[config.mk]
export PLATFORM = sky130hd
export DESIGN_NAME = matrix3_3_window_ctrl
export DESIGN_NICKNAME = d
export VERILOG_FILES = /design/src/rtl/matrix3_3_window_ctrl.sv
export SDC_FILE = /design/constraint.sdc
export NUM_CORES = 1
export LEC_CHECK = 0
export BUFFER_PORTS_ARGS = -buffer_cell sky130_fd_sc_hd__buf_2
export CORE_AREA = 2 2 133 135
export DETAILED_ROUTE_END_ITERATION = 8
export DIE_AREA = 0 0 135 137
export GPL_TIMING_DRIVEN = 0
export PLACE_DENSITY = 0.51
export SETUP_SLACK_MARGIN = 0.3
export SLEW_MARGIN = 20
export SYNTH_ARGS = -nofsm -noshare
export SYNTH_HDL_FRONTEND = slang
export SYNTH_SLANG_ARGS = --single-unit
[constraint.sdc]
create_clock -name i_sys_clk -period 4.5 [get_ports i_sys_clk]
set_input_delay 0.225 -clock i_sys_clk [delete_from_list [all_inputs] [get_ports i_sys_clk]]
set_output_delay 0.225 -clock i_sys_clk [all_outputs]
set_load 0.005 [all_outputs]
[src/rtl/matrix3_3_window_ctrl.sv]
// matrix3_3_window_ctrl
// Sequencer for the 1-bit 3x3 line-buffer window generator. It follows the frame/line
// position of incoming pixels and drives the generator write enable. It primes the two
// line buffers, flushes the final line with pad shifts, and tags each emitted window with
// its centre row/col and a border flag. The tags arrive after a WIN_LAT-deep delay, so
// they line up with the generator's matrix registers.
//
// Build option: define WIN_BORDER_PASS_EN to emit every window and flag the edge centres.
// When the macro is undefined, windows whose centre lies on the border are suppressed, so
// only interior windows come out, and o_win_border is tied to 0. The shift/pad sequence
// is the same in both builds.

module matrix3_3_window_ctrl #(
    parameter int unsigned IMG_W   = 800,
    parameter int unsigned IMG_H   = 600,
    parameter int unsigned WIN_LAT = 3
) (
    input  logic        i_sys_clk,
    input  logic        i_sys_rst,
    input  logic        i_vsync_in,
    input  logic        i_pix_vld,
    output logic        o_lb_shift_en,
    output logic        o_lb_pad,
    output logic        o_win_vld,
    output logic [11:0] o_win_row,
    output logic [11:0] o_win_col,
    output logic        o_win_border,
    output logic        o_frame_done,
    output logic        o_frame_err,
    output logic        o_busy
);

    localparam logic [11:0] ColLast   = 12'(IMG_W - 1);
    localparam logic [11:0] RowLast   = 12'(IMG_H - 1);
    localparam logic [11:0] FlushLast = 12'(IMG_W);
    // Marks the output stage. A window sitting there is already visible, so the frame
    // can be reported done.
    localparam logic [WIN_LAT-1:0] OutStage = WIN_LAT'(1) << (WIN_LAT - 1);

    typedef enum logic [2:0] {
        StIdle,
        StPrime,
        StRun,
        StFlush,
        StDone
    } state_e;

    state_e      r_state;
    state_e      w_state_next;
    logic        r_vsync_d;

    logic [11:0] r_in_col;
    logic [11:0] r_in_row;
    logic [11:0] r_ctr_col;
    logic [11:0] r_ctr_row;
    logic [11:0] r_flush_cnt;

    // r_q_pipe tracks every queued window, including suppressed ones, so it can drain the
    // frame. r_v_pipe tracks only the windows that become visible.
    logic [WIN_LAT-1:0] r_q_pipe;
    logic [WIN_LAT-1:0] r_v_pipe;
    logic [11:0]        r_row_pipe [WIN_LAT];
    logic [11:0]        r_col_pipe [WIN_LAT];

    logic w_vsync_rise;
    logic w_abort;
    logic w_accept;
    logic w_pad_shift;
    logic w_queue;
    logic w_vis;
    logic w_prime_end;
    logic w_run_end;
    logic w_flush_end;
    logic w_ctr_border;
    logic w_pipe_pending;

    assign w_vsync_rise = i_vsync_in & ~r_vsync_d;
    assign w_abort      = w_vsync_rise & (r_state != StIdle);

    // A pixel that arrives in the same cycle as a vsync rise belongs to no frame. It is
    // never shifted.
    assign w_accept    = i_pix_vld & ~w_vsync_rise &
                         ((r_state == StPrime) | (r_state == StRun));
    assign w_pad_shift = ~w_vsync_rise & (r_state == StFlush);
    assign w_queue     = (w_accept & (r_state == StRun)) | w_pad_shift;

    // Priming ends on the (IMG_W+1)th pixel, which is the first pixel of line 1.
    assign w_prime_end = w_accept & (r_state == StPrime) &
                         (r_in_row == 12'd1) & (r_in_col == 12'd0);
    assign w_run_end   = w_accept & (r_state == StRun) &
                         (r_in_row == RowLast) & (r_in_col == ColLast);
    assign w_flush_end = w_pad_shift & (r_flush_cnt == FlushLast);

    assign w_ctr_border = (r_ctr_row == 12'd0) | (r_ctr_row == RowLast) |
                          (r_ctr_col == 12'd0) | (r_ctr_col == ColLast);

    assign w_pipe_pending = |(r_q_pipe & ~OutStage);

`ifdef WIN_BORDER_PASS_EN
    assign w_vis = w_queue;
`else
    assign w_vis = w_queue & ~w_ctr_border;
`endif

    assign o_lb_shift_en = w_accept | w_pad_shift;
    assign o_lb_pad      = w_pad_shift;
    assign o_busy        = (r_state != StIdle);
    assign o_frame_err   = w_abort |
                           (i_pix_vld & ((r_state == StFlush) | (r_state == StDone)));
    assign o_win_vld     = r_v_pipe[WIN_LAT-1];
    assign o_win_row     = r_row_pipe[WIN_LAT-1];
    assign o_win_col     = r_col_pipe[WIN_LAT-1];

    // State register and vsync edge-detect flop
    always_ff @(posedge i_sys_clk or posedge i_sys_rst) begin
        if (i_sys_rst) begin
            r_state   <= StIdle;
            r_vsync_d <= 1'b0;
        end else begin
            r_state   <= w_state_next;
            r_vsync_d <= i_vsync_in;
        end
    end

    // Next-state decode and the frame_done pulse
    always_comb begin
        w_state_next = r_state;
        o_frame_done = 1'b0;
        if (w_vsync_rise) begin
            // Any vsync rise starts a new frame. Outside IDLE, it abandons the current frame.
            w_state_next = StPrime;
        end else begin
            case (r_state)
                StIdle:  w_state_next = StIdle;
                StPrime: if (w_prime_end) w_state_next = StRun;
                StRun:   if (w_run_end)   w_state_next = StFlush;
                StFlush: if (w_flush_end) w_state_next = StDone;
                StDone: begin
                    if (!w_pipe_pending) begin
                        o_frame_done = 1'b1;
                        w_state_next = StIdle;
                    end
                end
                default: w_state_next = StIdle;
            endcase
        end
    end

    // Input position, centre position and flush counters. All are cleared on frame start.
    always_ff @(posedge i_sys_clk or posedge i_sys_rst) begin
        if (i_sys_rst) begin
            r_in_col    <= '0;
            r_in_row    <= '0;
            r_ctr_col   <= '0;
            r_ctr_row   <= '0;
            r_flush_cnt <= '0;
        end else if (w_vsync_rise) begin
            r_in_col    <= '0;
            r_in_row    <= '0;
            r_ctr_col   <= '0;
            r_ctr_row   <= '0;
            r_flush_cnt <= '0;
        end else begin
            if (w_accept) begin
                if (r_in_col == ColLast) begin
                    r_in_col <= '0;
                    r_in_row <= r_in_row + 12'd1;
                end else begin
                    r_in_col <= r_in_col + 12'd1;
                end
            end
            if (w_queue) begin
                if (r_ctr_col == ColLast) begin
                    r_ctr_col <= '0;
                    r_ctr_row <= r_ctr_row + 12'd1;
                end else begin
                    r_ctr_col <= r_ctr_col + 12'd1;
                end
            end
            if (w_pad_shift) begin
                r_flush_cnt <= r_flush_cnt + 12'd1;
            end
        end
    end

    // Valid delay pipe. An abort drops every window still in flight.
    always_ff @(posedge i_sys_clk or posedge i_sys_rst) begin
        if (i_sys_rst) begin
            r_q_pipe <= '0;
            r_v_pipe <= '0;
        end else if (w_abort) begin
            r_q_pipe <= '0;
            r_v_pipe <= '0;
        end else begin
            r_q_pipe <= WIN_LAT'({r_q_pipe, w_queue});
            r_v_pipe <= WIN_LAT'({r_v_pipe, w_vis});
        end
    end

    // Position tag pipe. A stage loads only behind a visible window, so the outputs hold
    // the last emitted window between windows.
    always_ff @(posedge i_sys_clk or posedge i_sys_rst) begin
        if (i_sys_rst) begin
            for (int i = 0; i < int'(WIN_LAT); i++) begin
                r_row_pipe[i] <= '0;
                r_col_pipe[i] <= '0;
            end
        end else if (!w_abort) begin
            if (w_vis) begin
                r_row_pipe[0] <= r_ctr_row;
                r_col_pipe[0] <= r_ctr_col;
            end
            for (int i = 1; i < int'(WIN_LAT); i++) begin
                if (r_v_pipe[i-1]) begin
                    r_row_pipe[i] <= r_row_pipe[i-1];
                    r_col_pipe[i] <= r_col_pipe[i-1];
                end
            end
        end
    end

`ifdef WIN_BORDER_PASS_EN
    logic r_bdr_pipe [WIN_LAT];

    assign o_win_border = r_bdr_pipe[WIN_LAT-1];

    // Border-flag pipe, which runs alongside the position tags
    always_ff @(posedge i_sys_clk or posedge i_sys_rst) begin
        if (i_sys_rst) begin
            for (int i = 0; i < int'(WIN_LAT); i++) begin
                r_bdr_pipe[i] <= 1'b0;
            end
        end else if (!w_abort) begin
            if (w_vis) begin
                r_bdr_pipe[0] <= w_ctr_border;
            end
            for (int i = 1; i < int'(WIN_LAT); i++) begin
                if (r_v_pipe[i-1]) begin
                    r_bdr_pipe[i] <= r_bdr_pipe[i-1];
                end
            end
        end
    end
`else
    assign o_win_border = 1'b0;
`endif

endmodule

After elaboration in Yosys (flattened, before gate mapping) --
Index checks and enable logic that the tools add are counted.
Storage, ports and cells: flip-flop bits (word level) 141, input bits 4, output and inout port bits 31, word-level logic and storage cells 101
Cells by class: $add $sub $neg 5, equal/unequal tests 14, multiplexer cells 25, bitwise logic cells 26, reductions and logical operators 16
Operators by type and width (count):
- $mux 12 | 14
- $add 12x1->12 const B | 5
- $eq 12x10->1 const B | 5
- $logic_not 12->1 | 3
- $mux 3 | 6
- $and 1x1->1 | 14
- $eq 12x1->1 const B | 1
- $ne 3x3->1 const B | 4
- $pmux 3 s4 | 1
- $reduce_and 2->1 | 5
- $reduce_bool 2->1 | 5
- $or 1x1->1 | 8
- $eq 3x2->1 const B | 2
- $not 1->1 | 4
- $reduce_and 4->1 | 1
- $eq 3x1->1 const B | 1
- $eq 3x3->1 const B | 1
- $mux 1 | 3
- $reduce_bool 3->1 | 1
- $mux 2 | 1
- $reduce_or 2->1 | 1

Depth between registers and ports, before layout --
depth after elaboration 11, depth in mapped cells 8, gate-level depth less buffers 7

Worst setup path before layout --
Ideal clock, no wire load.
path type reg-to-reg, start point reg r_ctr_col[6], end point reg r_col_pipe[29] (netlist name), setup time 125 ps, arrival 2110 ps, required time 4375 ps, setup slack 2265 ps, cell stages (with the launch flop) 6, buffers on the path 1, clock period less this slack 2235 ps, cells stage by stage dfrtp_1 > or4_4 > o31a_2 > o41ai_2 > buf_2 > mux2_2
On the way: word-level cells in the longest chain between the ends 6, elaborated cells on any way between the ends 7, classes of those cells eq/ne (1); bitwise (4); reduce/logical (2)
RTL lines:
- start: declaration | RTL line 54 | logic [11:0] r_ctr_col;
- start signal: assignment | RTL line 177 | r_ctr_col <= r_ctr_col + 12'd1;
- $logic_not 12->1 | RTL line 95 | (r_ctr_col == 12'd0) | (r_ctr_col == ColLast);
- $or 1x1->1 | RTL line 94 | assign w_ctr_border = (r_ctr_row == 12'd0) | (r_ctr_row == RowLast) |
- $or 1x1->1 (*) | RTL line 95
- $not 1->1 (*) | RTL line 102 | assign w_vis = w_queue & ~w_ctr_border;
- $and 1x1->1 (*) | RTL line 102
- $reduce_and 2->1 (no line) (*)
- end signal: indexed assignment | RTL line 216 | r_col_pipe[i] <= r_col_pipe[i-1];
- end: declaration | RTL line 63 | logic [11:0] r_col_pipe [WIN_LAT];
Mark *: on every way between the ends. The rest lies on a longest branch, timed or not. A chain may end at the register's enable or synchronous reset.

Worst setup path after layout --
start point in i_vsync_in, end point out o_lb_shift_en
On the way: word-level cells in the longest chain between the ends 5, elaborated cells on any way between the ends 6, classes of those cells bitwise (6)
RTL lines:
- start: declaration | RTL line 20 | input logic i_vsync_in,
- $and 1x1->1 (*) | RTL line 77 | assign w_vsync_rise = i_vsync_in & ~r_vsync_d;
- $not 1->1 (*) | RTL line 82, 84
- $and 1x1->1 (2 in series) | RTL line 82 | assign w_accept = i_pix_vld & ~w_vsync_rise &
- $or 1x1->1 (*) | RTL line 105 | assign o_lb_shift_en = w_accept | w_pad_shift;
- end: declaration | RTL line 22 | output logic o_lb_shift_en,
Marked as above.

==> impl_results.md <==
* Synth Register Bits at 141
* I/O pin count at 35
* MaxCap Viol Count at 0
* Port buffer count at 33
* Initial antenna violation count at 0
* N_diodes at 0
* Post-route ant nets at 0
* TritonCTS clock tree: built
* CP arrival at 3010 ps
* Synth Area in Compound Gates at 5.225%
* Clock Path Buffers at 2
* # placed instances at 835
* Clock skew at 6.473 ps
* Post-Route WL at 12,640 um
* Hold WC Path Type: primary input to flop
* Leak at 3.745 nW
* RePlAce Congestion at 0.8157
* Clock-pin slew on the worst setup and hold paths at 60 ps
* Wire per inst at 14.54 um
* Clk sinks at 141
* Fmax at 309.5 MHz
* Total number of vias at 4,404
* Largest family of logic cells by synthesized area: simple AND/OR/NAND/NOR gates
* CP startpoint kind: primary input
* CTS H-tree depth at 4
* Post-synthesis xor/xnor area fraction at 5.493%
* Pre-antenna DRT Iters at 6
* Area grow syn2layout at 16.52%
* Slew at the pin closest to its max-slew limit at 950.4 ps
* Syn. warnings at 0
* Power Density at 413.9 mW/mm^2
* Mean post-synth cell area at 11.35 um^2
* Synth Area in Simple Gates at 16.40%
* RSZ-0062 raised after global routing: false
* Post-synthesis mux area share at 12.02%
* Vias in the first global route at 4,468
* Final cell count without fillers at 869
* Maximum vdd drop at 0.0002564 V
* Adder-Cell Fraction of Synth Area at 1.914%
* Share of Yosys cell area claimed by the top area cell type at 53.97%
* Final HPWL DP at 8710 um
* Clock buffer count from CTS at 17
* Yosys top cell by area: dfrtp_1
* Worst slew margin at 35.95%
* Syn Std Cell Area at 0.006538 mm^2
* Endpoints failing setup at 0
* Final cycle utilization of the critical path at 71.80%
* Post-synthesis sequential area ratio at 53.97%
* Die Span Y at 137 um
* DIE AREA at 0.01850 mm^2
* CP Class: primary input to output port
* Total GRT Usage at 15.08%
* Top cells by area, synth: dfrtp_1 (54%), mux2_2 (12%), xor2_1 (4.6%)
* First-pass GRT wire length at 22,000 um
* Max-slew violations at 0
* Final hold vios at 0
* Worst Path Required at 4280 ps
* Ys async rst share at 100.0%
* Worst Path Max Fanout at 10
* Fin nets at 645
* Initial Util at 38.33%
* Share of cells above drive strength 1 at 27.17%
* Die width at 135 um
* Setup crit end kind: output port
* Final Critical Period at 3231 ps
* Clk_lat worst skew at 410 ps
* Synthesized instance count at 576
* Most used DFF post-synth: dfrtp_1
* CTS root buf: clkbuf_16
* Commonest cells after routing, fill and taps aside: dfrtp_1 (141), mux2_2 (68), nor2_1 (52)
* Yosys cell types at 57
* Largest net degree at the start of global routing at 87
* Remaining global-route overflow at 0
* Status: finished clean
* Filler instances at 1,673
* Starting DRT DRC Count at 230
* Commonest non-fill, non-tap cell in the layout: dfrtp_1
* # DRC at 0
* Post-CTS setup buffer count at 0
* Post-synth EDFFs at 0
* Vias/cell at 5.068
* # rows at 48
* Setup_tns at 0 ps
* Synth Net Count at 590
* CORE AREA at 0.01706 mm^2
synth_stat cells, types with 2 or more instances:
master and instances:
dfrtp_1 141, mux2_2 68, nor2_1 52, nand2_1 41
xor2_1 34, buf_4 25, nand3_1 25, nand4_1 18
clkbuf_1 16, inv_1 16, o21ai_0 13, a21oi_1 11
ha_1 10, and3_1 9, nor3_1 7, nor4_1 7
xnor2_1 7, nand2b_1 6, or4_1 6, and2_1 5
or3_1 5, a22o_1 4, a31oi_1 3, and4_1 3
nand4b_1 3, o211ai_1 3, buf_2 2, mux2i_1 2
nor2b_1 2, nor4_2 2, o31ai_1 2, or2_2 2
or4b_2 2
power by group:
part,total [mW],internal (mW),switching [mW]
sequential,1.40,1.33,0.0641
combinational,0.389,0.140,0.249
clock,1.37,0.840,0.526
critical path, stage by stage:
cell and delay, ps:
dlygate4sd3_1 520, buf_2 110, nor2b_1 400, clkbuf_1 490, clkbuf_1 570, clkbuf_1 440
nor2_1 100, buf_2 140
registers in the layout, summed over array words and instances, names as in the netlist:
register	flops
r_state	3
r_row_pipe	24
r_col_pipe	24
r_flush_cnt	12
o_win_row	12
r_vsync_d	1
r_ctr_row	12
o_win_col	12
r_in_col	12
r_in_row	12
r_v_pipe	3
r_ctr_col	12
r_q_pipe	2
kinds of logic after synthesis:
group | after synthesis
and+or+nand+nor | 203
buffers and inverters | 60
xor gates and xnor gates | 41
DFF | 141
adders and majority gates | 10
muxes | 70
AOI/OAI and AO/OA | 50
other | 1
routing by layer:
| metal | wire (um) | GRT usage (%) |
|---|---|---|
| met4 | 292 | 7.755 |
| met5 | 0 | 0 |
| met2 | 5904 | 23.21 |
| met3 | 461 | 3.481 |
| met1 | 5980 | 19.96 |
timing repair:
item,CTS,global route
endpoints found under the hold margin,56,0
gates resized for setup,0,0
hold buffers,2,0
setup endpoints to repair,0,0
final timing paths:
kind | from | to | slack [ps] | cells past startpoint
hold / removal | i_pix_vld | r_state[0] | 200 | 4
min in group asynchronous | i_sys_rst | r_in_col[2] | 370 | 3
hold reg to reg | r_in_col[11] | r_in_col[11] | 500 | 1
setup reg to reg | r_ctr_row[1] | r_row_pipe[26] | 1820 | 6
max in group asynchronous | i_sys_rst | r_row_pipe[31] | 3370 | 4
setup / recovery | i_vsync_in | o_lb_shift_en | 1270 | 8
stage by stage:
step | power (mW) | hold WS, ps | area, um^2 | utilization (%) | worst slack (ps)
2_1_floorplan | 1.683 | 256.4 | 6538 | - | 493.8
5_1_grt | 3.315 | 216.1 | 7617 | 44.66 | 1073
3_5_place_dp | 1.811 | 286.5 | 7019 | 41.15 | 1773
6_report | 3.153 | 203.7 | 7617 | 44.66 | 1269
3_3_place_gp | 1.797 | 357.7 | 6984 | 40.95 | -1189
4_1_cts | 3.194 | 179.7 | 7617 | 44.66 | 1290
cell type report:
| type | count | area (um^2) | area share, % |
|---|---|---|---|
| clock inverter | 11 | 117.6 | 1.544 |
| sequential | 141 | 3528 | 46.32 |
| buffer | 44 | 261.5 | 3.433 |
| clock buffer | 21 | 460.4 | 6.045 |
| tap | 225 | 281.5 | 3.696 |
| timing repair buffer | 36 | 212.7 | 2.792 |
| inverter | 16 | 67.56 | 0.8870 |
| multi-input combinational | 375 | 2688 | 35.28 |
No activity file was read; power rests on OpenSTA's default activity.
